**src/rtl/mmio_pkg.sv**
```systemverilog
// Shared constants for the processor MMIO bridge: IO page, register offsets and STATUS layout.
// Combinational helpers only, so no latency and no backpressure.
package mmio_pkg;

    localparam int IO_BASE = 4096;
    localparam logic [19:0] IO_PAGE = 20'(IO_BASE >> 12);

    localparam logic [11:0] OFF_LED      = 12'd0;
    localparam logic [11:0] OFF_BTN_HEAD = 12'd1;
    localparam logic [11:0] OFF_STATUS   = 12'd2;
    localparam logic [11:0] OFF_TIMER    = 12'd3;

    localparam int BTN_CODE_W = 2;

    localparam int STAT_COUNT_LSB = 0;
    localparam int STAT_COUNT_W   = 4;
    localparam int STAT_OVF_BIT   = 8;

    typedef enum logic [2:0] {
        REG_LED,
        REG_BTN_HEAD,
        REG_STATUS,
        REG_TIMER,
        REG_NONE
    } io_reg_e;

    function automatic io_reg_e decode_off(input logic [11:0] off);
        case (off)
            OFF_LED:      return REG_LED;
            OFF_BTN_HEAD: return REG_BTN_HEAD;
            OFF_STATUS:   return REG_STATUS;
            OFF_TIMER:    return REG_TIMER;
            default:      return REG_NONE;
        endcase
    endfunction

endpackage

```
**src/rtl/btn_conditioner.sv**
```systemverilog
// One button: 2-flop synchronizer, optional debouncer (MMIO_DEBOUNCE_EN), rising-edge pulse.
// Pulse is asserted 2 edges after the raw rise (2 + DEBOUNCE_CYCLES with debounce); no backpressure.
module btn_conditioner #(
    parameter int DEBOUNCE_CYCLES = 65536
) (
    input  logic clock,
    input  logic reset,
    input  logic raw,
    output logic pulse
);
    logic sync1, sync2, stable, stable_d;

    always_ff @(posedge clock) begin
        if (!reset) begin
            sync1    <= 1'b0;
            sync2    <= 1'b0;
            stable_d <= 1'b0;
        end else begin
            sync1    <= raw;
            sync2    <= sync1;
            stable_d <= stable;
        end
    end

`ifdef MMIO_DEBOUNCE_EN
    localparam int DB_W = $clog2(DEBOUNCE_CYCLES + 1);

    logic [DB_W-1:0] db_cnt;
    logic            db_state;

    // Any return to the current debounced level restarts the count.
    always_ff @(posedge clock) begin
        if (!reset) begin
            db_cnt   <= '0;
            db_state <= 1'b0;
        end else if (sync2 != db_state) begin
            if (db_cnt == DB_W'(DEBOUNCE_CYCLES - 1)) begin
                db_state <= sync2;
                db_cnt   <= '0;
            end else begin
                db_cnt <= db_cnt + DB_W'(1);
            end
        end else begin
            db_cnt <= '0;
        end
    end

    assign stable = db_state;
`else
    logic db_unused;
    assign db_unused = (DEBOUNCE_CYCLES < 1);
    assign stable    = sync2;
`endif

    assign pulse = stable & ~stable_d;

endmodule

```
**src/rtl/mmio_bridge.sv**
```systemverilog
// Data-memory MMIO bridge: LED register, button event FIFO and tick timer at words 4096-8191, rest to RAM.
// Reads return one cycle later like the RAM; no backpressure (MMIO_DEBOUNCE_EN adds button debounce).
module mmio_bridge #(
    parameter int FIFO_DEPTH      = 8,
    parameter int PRESCALE        = 50000,
    parameter int DEBOUNCE_CYCLES = 65536
) (
    input  logic        clock,
    input  logic        reset,
    input  logic [31:0] address_dmem,
    input  logic [31:0] data,
    input  logic        wren,
    output logic [31:0] q_dmem,
    output logic        ram_wren,
    input  logic [31:0] ram_q,
    input  logic [3:0]  buttons,
    output logic [3:0]  leds
);
    import mmio_pkg::*;

    localparam int PTR_W = $clog2(FIFO_DEPTH);
    localparam int CNT_W = $clog2(FIFO_DEPTH + 1);
    localparam int PSC_W = (PRESCALE > 1) ? $clog2(PRESCALE) : 1;

    logic    io_sel;
    io_reg_e io_reg;
    logic    wr_led, wr_btn, wr_status, wr_timer;

    assign io_sel    = (address_dmem[31:12] == IO_PAGE);
    assign io_reg    = decode_off(address_dmem[11:0]);
    assign ram_wren  = wren & ~io_sel;
    assign wr_led    = wren & io_sel & (io_reg == REG_LED);
    assign wr_btn    = wren & io_sel & (io_reg == REG_BTN_HEAD);
    assign wr_status = wren & io_sel & (io_reg == REG_STATUS);
    assign wr_timer  = wren & io_sel & (io_reg == REG_TIMER);

    logic [3:0] pulse;

    for (genvar i = 0; i < 4; i++) begin : g_btn
        btn_conditioner #(
            .DEBOUNCE_CYCLES(DEBOUNCE_CYCLES)
        ) u_btn (
            .clock(clock),
            .reset(reset),
            .raw  (buttons[i]),
            .pulse(pulse[i])
        );
    end

    logic                  push_req, multi_edge;
    logic [BTN_CODE_W-1:0] push_code;

    always_comb begin
        push_code = '0;
        for (int i = 3; i >= 0; i--) begin
            if (pulse[i]) push_code = BTN_CODE_W'(i);
        end
    end

    assign push_req   = |pulse;
    assign multi_edge = (pulse & (pulse - 4'd1)) != 4'd0;

    logic [BTN_CODE_W-1:0] fifo_mem [FIFO_DEPTH];
    logic [PTR_W-1:0]      wr_ptr, rd_ptr;
    logic [CNT_W-1:0]      count;
    logic                  overflow;
    logic                  empty, full, pop, push, drop;

    assign empty = (count == '0);
    assign full  = (count == CNT_W'(FIFO_DEPTH));
    assign pop   = wr_btn & ~empty;
    // A pop frees the slot the same cycle, so a full FIFO still accepts.
    assign push  = push_req & (~full | pop);
    assign drop  = push_req & full & ~pop;

    always_ff @(posedge clock) begin
        if (push) fifo_mem[wr_ptr] <= push_code;
    end

    always_ff @(posedge clock) begin
        if (!reset) begin
            wr_ptr   <= '0;
            rd_ptr   <= '0;
            count    <= '0;
            overflow <= 1'b0;
        end else begin
            if (push) wr_ptr <= wr_ptr + PTR_W'(1);
            if (pop)  rd_ptr <= rd_ptr + PTR_W'(1);
            case ({push, pop})
                2'b10:   count <= count + CNT_W'(1);
                2'b01:   count <= count - CNT_W'(1);
                default: count <= count;
            endcase
            if (drop | multi_edge) overflow <= 1'b1;
            else if (wr_status)    overflow <= 1'b0;
        end
    end

    logic [PSC_W-1:0] presc;
    logic [31:0]      timer;
    logic             tick;

    assign tick = (presc == PSC_W'(PRESCALE - 1));

    always_ff @(posedge clock) begin
        if (!reset) begin
            presc <= '0;
            timer <= '0;
        end else if (wr_timer) begin
            presc <= '0;
            timer <= data;
        end else if (tick) begin
            presc <= '0;
            timer <= timer + 32'd1;
        end else begin
            presc <= presc + PSC_W'(1);
        end
    end

    always_ff @(posedge clock) begin
        if (!reset)      leds <= 4'd0;
        else if (wr_led) leds <= data[3:0];
    end

    logic [31:0] cnt_ext, status_word, rd_val;

    assign cnt_ext = 32'(count);

    always_comb begin
        status_word = '0;
        status_word[STAT_COUNT_LSB +: STAT_COUNT_W] = (cnt_ext > 32'd15) ? 4'hF : cnt_ext[3:0];
        status_word[STAT_OVF_BIT] = overflow;
    end

    always_comb begin
        rd_val = '0;
        case (io_reg)
            REG_LED:      rd_val = {28'd0, leds};
            REG_BTN_HEAD: begin
                if (!empty) begin
                    rd_val[31]             = 1'b1;
                    rd_val[BTN_CODE_W-1:0] = fifo_mem[rd_ptr];
                end
            end
            REG_STATUS:   rd_val = status_word;
            REG_TIMER:    rd_val = timer;
            default:      rd_val = '0;
        endcase
    end

    logic        sel_q;
    logic [31:0] io_q;

    always_ff @(posedge clock) begin
        if (!reset) begin
            sel_q <= 1'b1;
            io_q  <= '0;
        end else begin
            sel_q <= io_sel;
            io_q  <= rd_val;
        end
    end

    assign q_dmem = sel_q ? io_q : ram_q;

endmodule

```
**config.mk**
```make
export PLATFORM = sky130hd
export DESIGN_NAME = mmio_bridge
export DESIGN_NICKNAME = d
export VERILOG_FILES = /design/src/rtl/mmio_pkg.sv /design/src/rtl/btn_conditioner.sv /design/src/rtl/mmio_bridge.sv
export SDC_FILE = /design/constraint.sdc
export NUM_CORES = 1
export LEC_CHECK = 0
export BUFFER_PORTS_ARGS = -buffer_cell sky130_fd_sc_hd__clkbuf_2
export CAP_MARGIN = 20
export CORE_MARGIN = 4
export CORE_UTILIZATION = 40
export CTS_CLUSTER_DIAMETER = 150
export DETAILED_ROUTE_END_ITERATION = 6
export MAX_ROUTING_LAYER = met4
export PLACE_DENSITY = 0.74
export SKIP_LAST_GASP = 1
export SYNTH_ARGS = -nofsm -noshare
export SYNTH_HDL_FRONTEND = slang
export SYNTH_SLANG_ARGS = --single-unit
export TNS_END_PERCENT = 100
```
**constraint.sdc**
```tcl
create_clock -name clock -period 2.45 [get_ports clock]
set_clock_uncertainty 0.1 [all_clocks]
set_input_delay 0.1225 -clock clock [delete_from_list [all_inputs] [get_ports clock]]
set_output_delay 0.1225 -clock clock [all_outputs]
set_load 0.02 [all_outputs]
```
Word-level counts from Yosys, hierarchy flattened
Memories as Yosys holds them, arrays and structs flattened. A register that Yosys moved wholly into a read port is not among the register bits.
Index checks and enable logic that the tools add are counted.
{"block": "op_classes", "n_div": 0, "muxes": 21, "shifts": 0, "n_lt_le_gt_ge": 1, "n_reduce_logical": 9, "n_eq_ne": 11, "mul": 0, "addsub": 7, "n_bitwise": 26}
{"cell": "$mux 32", "count": 3}
{"cell": "$pmux 29 s3", "count": 1}
{"cell": "$add 32x1->32 const B", "count": 1}
{"cell": "$eq 12x2->1 const B", "count": 2}
{"cell": "$eq 20x1->1 const B", "count": 1}
{"cell": "$add 16x1->16 const B", "count": 1}
{"cell": "$eq 16x16->1 const B", "count": 1}
{"cell": "$and 1x1->1", "count": 14}
{"cell": "$eq 12x1->1 const B", "count": 1}
{"cell": "$logic_not 12->1", "count": 1}
{"cell": "$pmux 3 s4", "count": 1}
{"cell": "$mux 2", "count": 5}
{"cell": "$not 1->1", "count": 9}
{"cell": "$pmux 2 s4", "count": 1}
{"cell": "$pmux 4 s2", "count": 1}
{"cell": "$sub 4x1->4 const B", "count": 2}
{"cell": "$add 3x1->3 const B", "count": 2}
{"cell": "$eq 3x2->1 const B", "count": 2}
{"cell": "$mux 3", "count": 2}
{"cell": "$reduce_bool 2->1", "count": 3}
{"cell": "$mux 1", "count": 5}
{"cell": "$add 4x1->4 const B", "count": 1}
{"cell": "$and 4x4->4", "count": 1}
{"cell": "$eq 4x4->1 const B", "count": 1}
{"cell": "12 further kinds", "count": 13}
{"block": "totals", "n_memories": 1, "ramBits": 16, "register_bits": 108, "mem_bits_ro": 0, "out_inout_bits": 37, "latch_bits": 0, "wordCells": 97}
{"name": "fifo_mem", "depth": 8, "width": 2, "read_ports": 1, "rd_clocked_by_memory_dff": 1, "write_ports": 1, "line_no": "mmio_bridge.sv:63", "text": "logic [BTN_CODE_W-1:0] fifo_mem [FIFO_DEPTH];"}

Longest topological paths before layout
{"block": "depth", "ltp_word": 9, "depth_mapped": 12}

Hierarchy
Synthesis repeated with hierarchy kept, for this count alone.
{"block": "unflattened", "hier_cells": 595, "hier_area_um2": 5856.9}
{"module": "mmio_bridge", "cells_per_inst": 567, "n_inst": 1, "area_per_inst_um2": 5486.5}
{"module": "btn_conditioner", "cells_per_inst": 7, "n_inst": 4, "area_per_inst_um2": 92.6}

Worst setup path after synthesis
No wires, ideal clock.
{"block": "synth_path", "path_kind": "register to register", "startpoint": "reg count[1]", "endpoint": "reg count[2]", "stages_incl_launch_ff": 13, "path_slack_ns": 0.188, "t_arrival_ns": 2.047, "required_ns": 2.235, "cell_sequence": "dfxtp_1 > buf_2 > or4_1 > nand3_2 > nor4_4 > buf_6 > nand2_1 > xnor2_1 > ha_1 > nor3_1 > mux2i_1 > xnor2_1 > and2_1"}
{"block": "synth_via", "elab_chain_len": 7, "elab_cells_between_ends": 13, "cone_classes": "add/sub (2); eq/ne (3); mux (1); bitwise (5); reduce/logical (2)"}
{"item": "start: declaration", "line_no": "mmio_bridge.sv:65", "text": "logic [CNT_W-1:0] count;"}
{"item": "start signal: assignment", "line_no": "mmio_bridge.sv:90", "text": "2'b10: count <= count + CNT_W'(1);"}
{"item": "start signal: assignment", "line_no": "mmio_bridge.sv:91", "text": "2'b01: count <= count - CNT_W'(1);"}
{"item": "start signal: assignment", "line_no": "mmio_bridge.sv:92", "text": "default: count <= count;"}
{"item": "$logic_not 4->1", "line_no": "mmio_bridge.sv:69", "text": "assign empty = (count == '0);"}
{"item": "$not 1->1", "line_no": "mmio_bridge.sv:71", "text": "assign pop = wr_btn & ~empty;"}
{"item": "$and 1x1->1", "line_no": "mmio_bridge.sv:71"}
{"item": "$or 1x1->1", "line_no": "mmio_bridge.sv:73", "text": "assign push = push_req & (~full | pop);"}
{"item": "$and 1x1->1", "line_no": "mmio_bridge.sv:73"}
{"item": "$eq 2x1->1 or $eq 2x2->1 (tied branches)", "line_no": "mmio_bridge.sv:89", "text": "case ({push, pop})"}
{"item": "$pmux 4 s2 or $reduce_bool 2->1 (tied branches)"}
Parallel ways exist; a longest one is shown, timed or not.
A chain may end at the register's enable or synchronous reset.

Worst setup path in the final report
{"block": "layout_path", "startpoint": "in address_dmem[14]", "endpoint": "reg sel_q"}
{"block": "layout_via", "elab_chain_len": 1}
{"item": "start: declaration", "line_no": "mmio_bridge.sv:10", "text": "input logic [31:0] address_dmem,"}
{"item": "$eq 20x1->1", "line_no": "mmio_bridge.sv:29", "text": "assign io_sel = (address_dmem[31:12] == IO_PAGE);"}
{"item": "end signal: assignment", "line_no": "mmio_bridge.sv:159", "text": "sel_q <= io_sel;"}
{"item": "end: declaration", "line_no": "mmio_bridge.sv:151", "text": "logic sel_q;"}
Every way passes these cells.

==> results.py <==
metrics = {
    "status": {
        "status": "complete, no violations",
    },
    "worst_setup_path": {
        "r2r_start": "count[1]$_SDFFE_PN0P_",
        "path_max_fanout": 3,
        "arrival_ps": 2610,
        "worstPathRequired_ps": 2710,
        "r2r_slack_ps": 190,
        "r2r_cells": 6,
        "crit_family": "buffers and inverters",
        "slowest_stage": "dlygate4sd3_1",
        "critPathLaunchType": "primary input",
        "cp_num_buf_inv": 4,
        "cp_cell_sequence": "dlygate4sd3_1 -> clkbuf_2 -> or4_1 -> dlygate4sd3_1 -> o21ai_0 -> dlygate4sd3_1",
        "end_kind": "flip-flop",
        "timing.rr.end": "fifo_mem[0][1]$_DFFE_PP_",
        "worst-setup-path-type": "primary input to flip-flop",
        "cpPeakStageDelay_ps": 570,
        "crit_top_cell": "dlygate4sd3_1",
    },
    "timing": {
        "fmax_mhz": 426,
        "tightest_slew_ps": 781,
        "final_max_slew_viol_count": 0,
        "rsz0062_at_grt": "no",
        "setup_violations": 0,
        "fin_setup_tns_ps": 0,
        "layout_setup_ws_ps": 101,
        "fin_hold_ws_ps": 50.8,
        "fin_crit_sh": 0.959,
        "slew_headroom": 0.479,
        "period_needed_ps": 2350,
        "hold_violations": 0,
    },
    "floorplan": {
        "die_y_um": 129,
        "io_pins": 140,
        "fp.dieW_um": 129,
        "die_area_mm2": 0.0166,
        "rows": 43,
        "coreArea_mm2": 0.0141,
        "initial_core_util": 0.414,
    },
    "clock_network": {
        "max-clock-path-buffers": 2,
        "cts_buffers": 17,
        "root_buffer": "clkbuf_16",
        "cts.htree.levels": 4,
        "cts.sinks": 127,
        "cts_tree": "built",
        "clk_pin_slew_ps": 50,
        "insertion_delay_ps": 410,
    },
    "yosys": {
        "yosys.area_share.simple": 0.240,
        "ys_ff_latch": 127,
        "yosys.area_share.xor_xnor": 0.0795,
        "synthAdderAreaFrac": 0.0124,
        "synth_compound_area_frac": 0.0797,
        "mappedNetlistArea_mm2": 0.00584,
        "ys_seq_area_frac": 0.463,
        "ys.flop_type": "dfxtp_1",
        "ys_warn_count": 0,
        "async_flop_share": 0,
        "synth_enable_flop_cells": 16,
        "muxShareOfSynthArea": 0.0943,
        "syn_inst": 599,
        "synth.avg_cell_area_um2": 9.75,
        "synth.net_count": 707,
        "yosys.cell_types.count": 48,
        "synth_top_family_by_area": "simple AND/OR/NAND/NOR gates",
    },
    "final_layout": {
        "layout_common_cells": "139 x clkbuf_2, 111 x dfxtp_1, 47 x nor2_1",
        "layout.nets": 893,
        "area_growth_pct": 33.6,
        "nFillCells": 1215,
        "drive_gt1_frac": 0.297,
        "mostFrequentLayoutCell": "clkbuf_2",
        "final_core_util": 0.554,
    },
    "job": {
        "max-cap-violations": 0,
    },
    "detailed_routing": {
        "vias": 5020,
        "drtIter0Drc": 351,
        "routedWlPerCell_um": 14.7,
        "vias_per_cell": 5.13,
        "drc": 0,
        "ant_nets": 0,
        "routed_wl_mm": 14.4,
        "dr.pass1.iters": 7,
    },
    "global_route": {
        "grt_pass1_wl_mm": 23.2,
        "grt_pass1_vias": 4939,
        "grt_overflow": 0,
        "grt_start_max_net_pins": 47,
        "track_usage": 0.180,
        "antenna_found_initial": 1,
    },
    "placed_design": {
        "dp_hpwl_mm": 10.4,
        "dp_slack_ps": 177,
        "routabilityCongestion": 0.874,
        "port_buffers": 139,
    },
    "power": {
        "leakage_nw": 3.40,
        "peakVddDrop_mv": 0.482,
        "powerDensity_mw_per_mm2": 671,
    },
    "min_path": {
        "min_from": "address_dmem[1]",
        "whs_path_depth": 3,
        "hold_end": "io_q[8]$_SDFF_PN0_",
        "min_path_type": "primary input to flip-flop",
    },
}
synth_stat cells (3+ instances only):
cell / instances / area [µm²]
xnor2_1: 27 / 236
mux2_2: 32 / 360
a21oi_1: 30 / 150
nor2b_1: 5 / 31.3
dfxtp_1: 111 / 2220
or4_1: 4 / 30.0
a21boi_0: 5 / 37.5
o21ai_0: 26 / 130
nor3_1: 21 / 105
nor4_4: 3 / 63.8
and2_1: 22 / 138
buf_2: 8 / 40.0
nand3_1: 28 / 140
nor4_1: 7 / 43.8
inv_1: 9 / 33.8
o211a_1: 10 / 100
mux4_2: 4 / 90.1
xor2_1: 26 / 228
clkbuf_1: 16 / 60.1
nand2_1: 44 / 165
nor4b_1: 3 / 26.3
edfxtp_1: 16 / 480
and4_1: 3 / 26.3
nor2_1: 47 / 176
and3_1: 36 / 225
ha_1: 5 / 62.6
mux2i_1: 10 / 100
nand4_1: 12 / 75.1
buf_6: 3 / 33.8
buf_1: 3 / 11.3
metal layers:
layer | GRT usage | wire length (µm) | up-vias
met5 | - | 0 | -
met4 | 0.0649 | 295 | 0
met3 | 0.0515 | 811 | 25
met1 | 0.212 | 6230 | 2354
li1 | - | - | 2501
met2 | 0.292 | 7020 | 140
how the worst max path moves through the flow:
stage,from,depth (start not counted),end,slack (ps)
detailed placement,address_dmem[5],7,fifo_mem[0][0]$_DFFE_PP_,180
floorplan,count[1]$_SDFFE_PN0P_,12,count[2]$_SDFFE_PN0P_,190
finish,address_dmem[14],6,sel_q$_SDFF_PN1_,100
CTS,address_dmem[17],8,fifo_mem[0][1]$_DFFE_PP_,80
global placement,address_dmem[5],11,count[2]$_SDFFE_PN0P_,230
global route,address_dmem[14],6,sel_q$_SDFF_PN1_,40
final cells by class:
| cell class | instances | area (µm²) | share of cell area |
|---|---|---|---|
| antenna | 1 | 2.50 | 0.000321 |
| clock buffer | 23 | 510 | 0.0654 |
| clock inverter | 9 | 125 | 0.0160 |
| inverter | 9 | 33.8 | 0.00433 |
| multi-input combinational | 433 | 2970 | 0.381 |
| sequential | 127 | 2700 | 0.346 |
| tap | 180 | 225 | 0.0289 |
| timing repair buffer | 197 | 1230 | 0.158 |
tightest hold or removal path, cell delays in order:
cell and delay [ps]:
clkbuf_2 140, inv_1 170, nor3_1 80
through the flow:
step,power (W),cell area [µm²],cells
2_1_floorplan,0.00241,5840,599
3_3_place_gp,0.00256,6740,905
3_5_place_dp,0.00257,6740,905
4_1_cts,0.00527,7790,978
5_1_grt,0.00541,7800,979
6_report,0.00523,7800,979
state kept, by name, indices dropped and copies added (netlist names), 3 cells and up, named ones only:
name	count
io_q	32
timer	32
fifo_mem	16
presc	16
count	4
g_btn.u_btn.stable	4
g_btn.u_btn.stable_d	4
g_btn.u_btn.sync1	4
leds	4
rd_ptr	3
wr_ptr	3
power breakdown:
part	internal, W	switching [W]	total, W
Sequential	0.00214	0.0000258	0.00217
Combinational	0.000211	0.000201	0.000412
Clock	0.00177	0.000885	0.00265
repair_timing:
action	CTS	global route
setup buffers	0	0
endpoints found under the setup margin	0	12
gates resized for setup	0	2
hold buffers	41	0
hold endpoints to repair	41	0
logic make-up (layout without fill, tap and decap cells):
group / Yosys count / in the layout
other: 0 / 1
XOR/XNOR: 53 / 53
multiplexers: 46 / 46
AND/OR/NAND/NOR: 251 / 251
flip-flops: 127 / 127
adder cells (fa/ha/maj): 6 / 6
buffers and inverters: 39 / 238
AO/OA/AOI/OAI: 77 / 77
(Power assumes the default switching activity.)
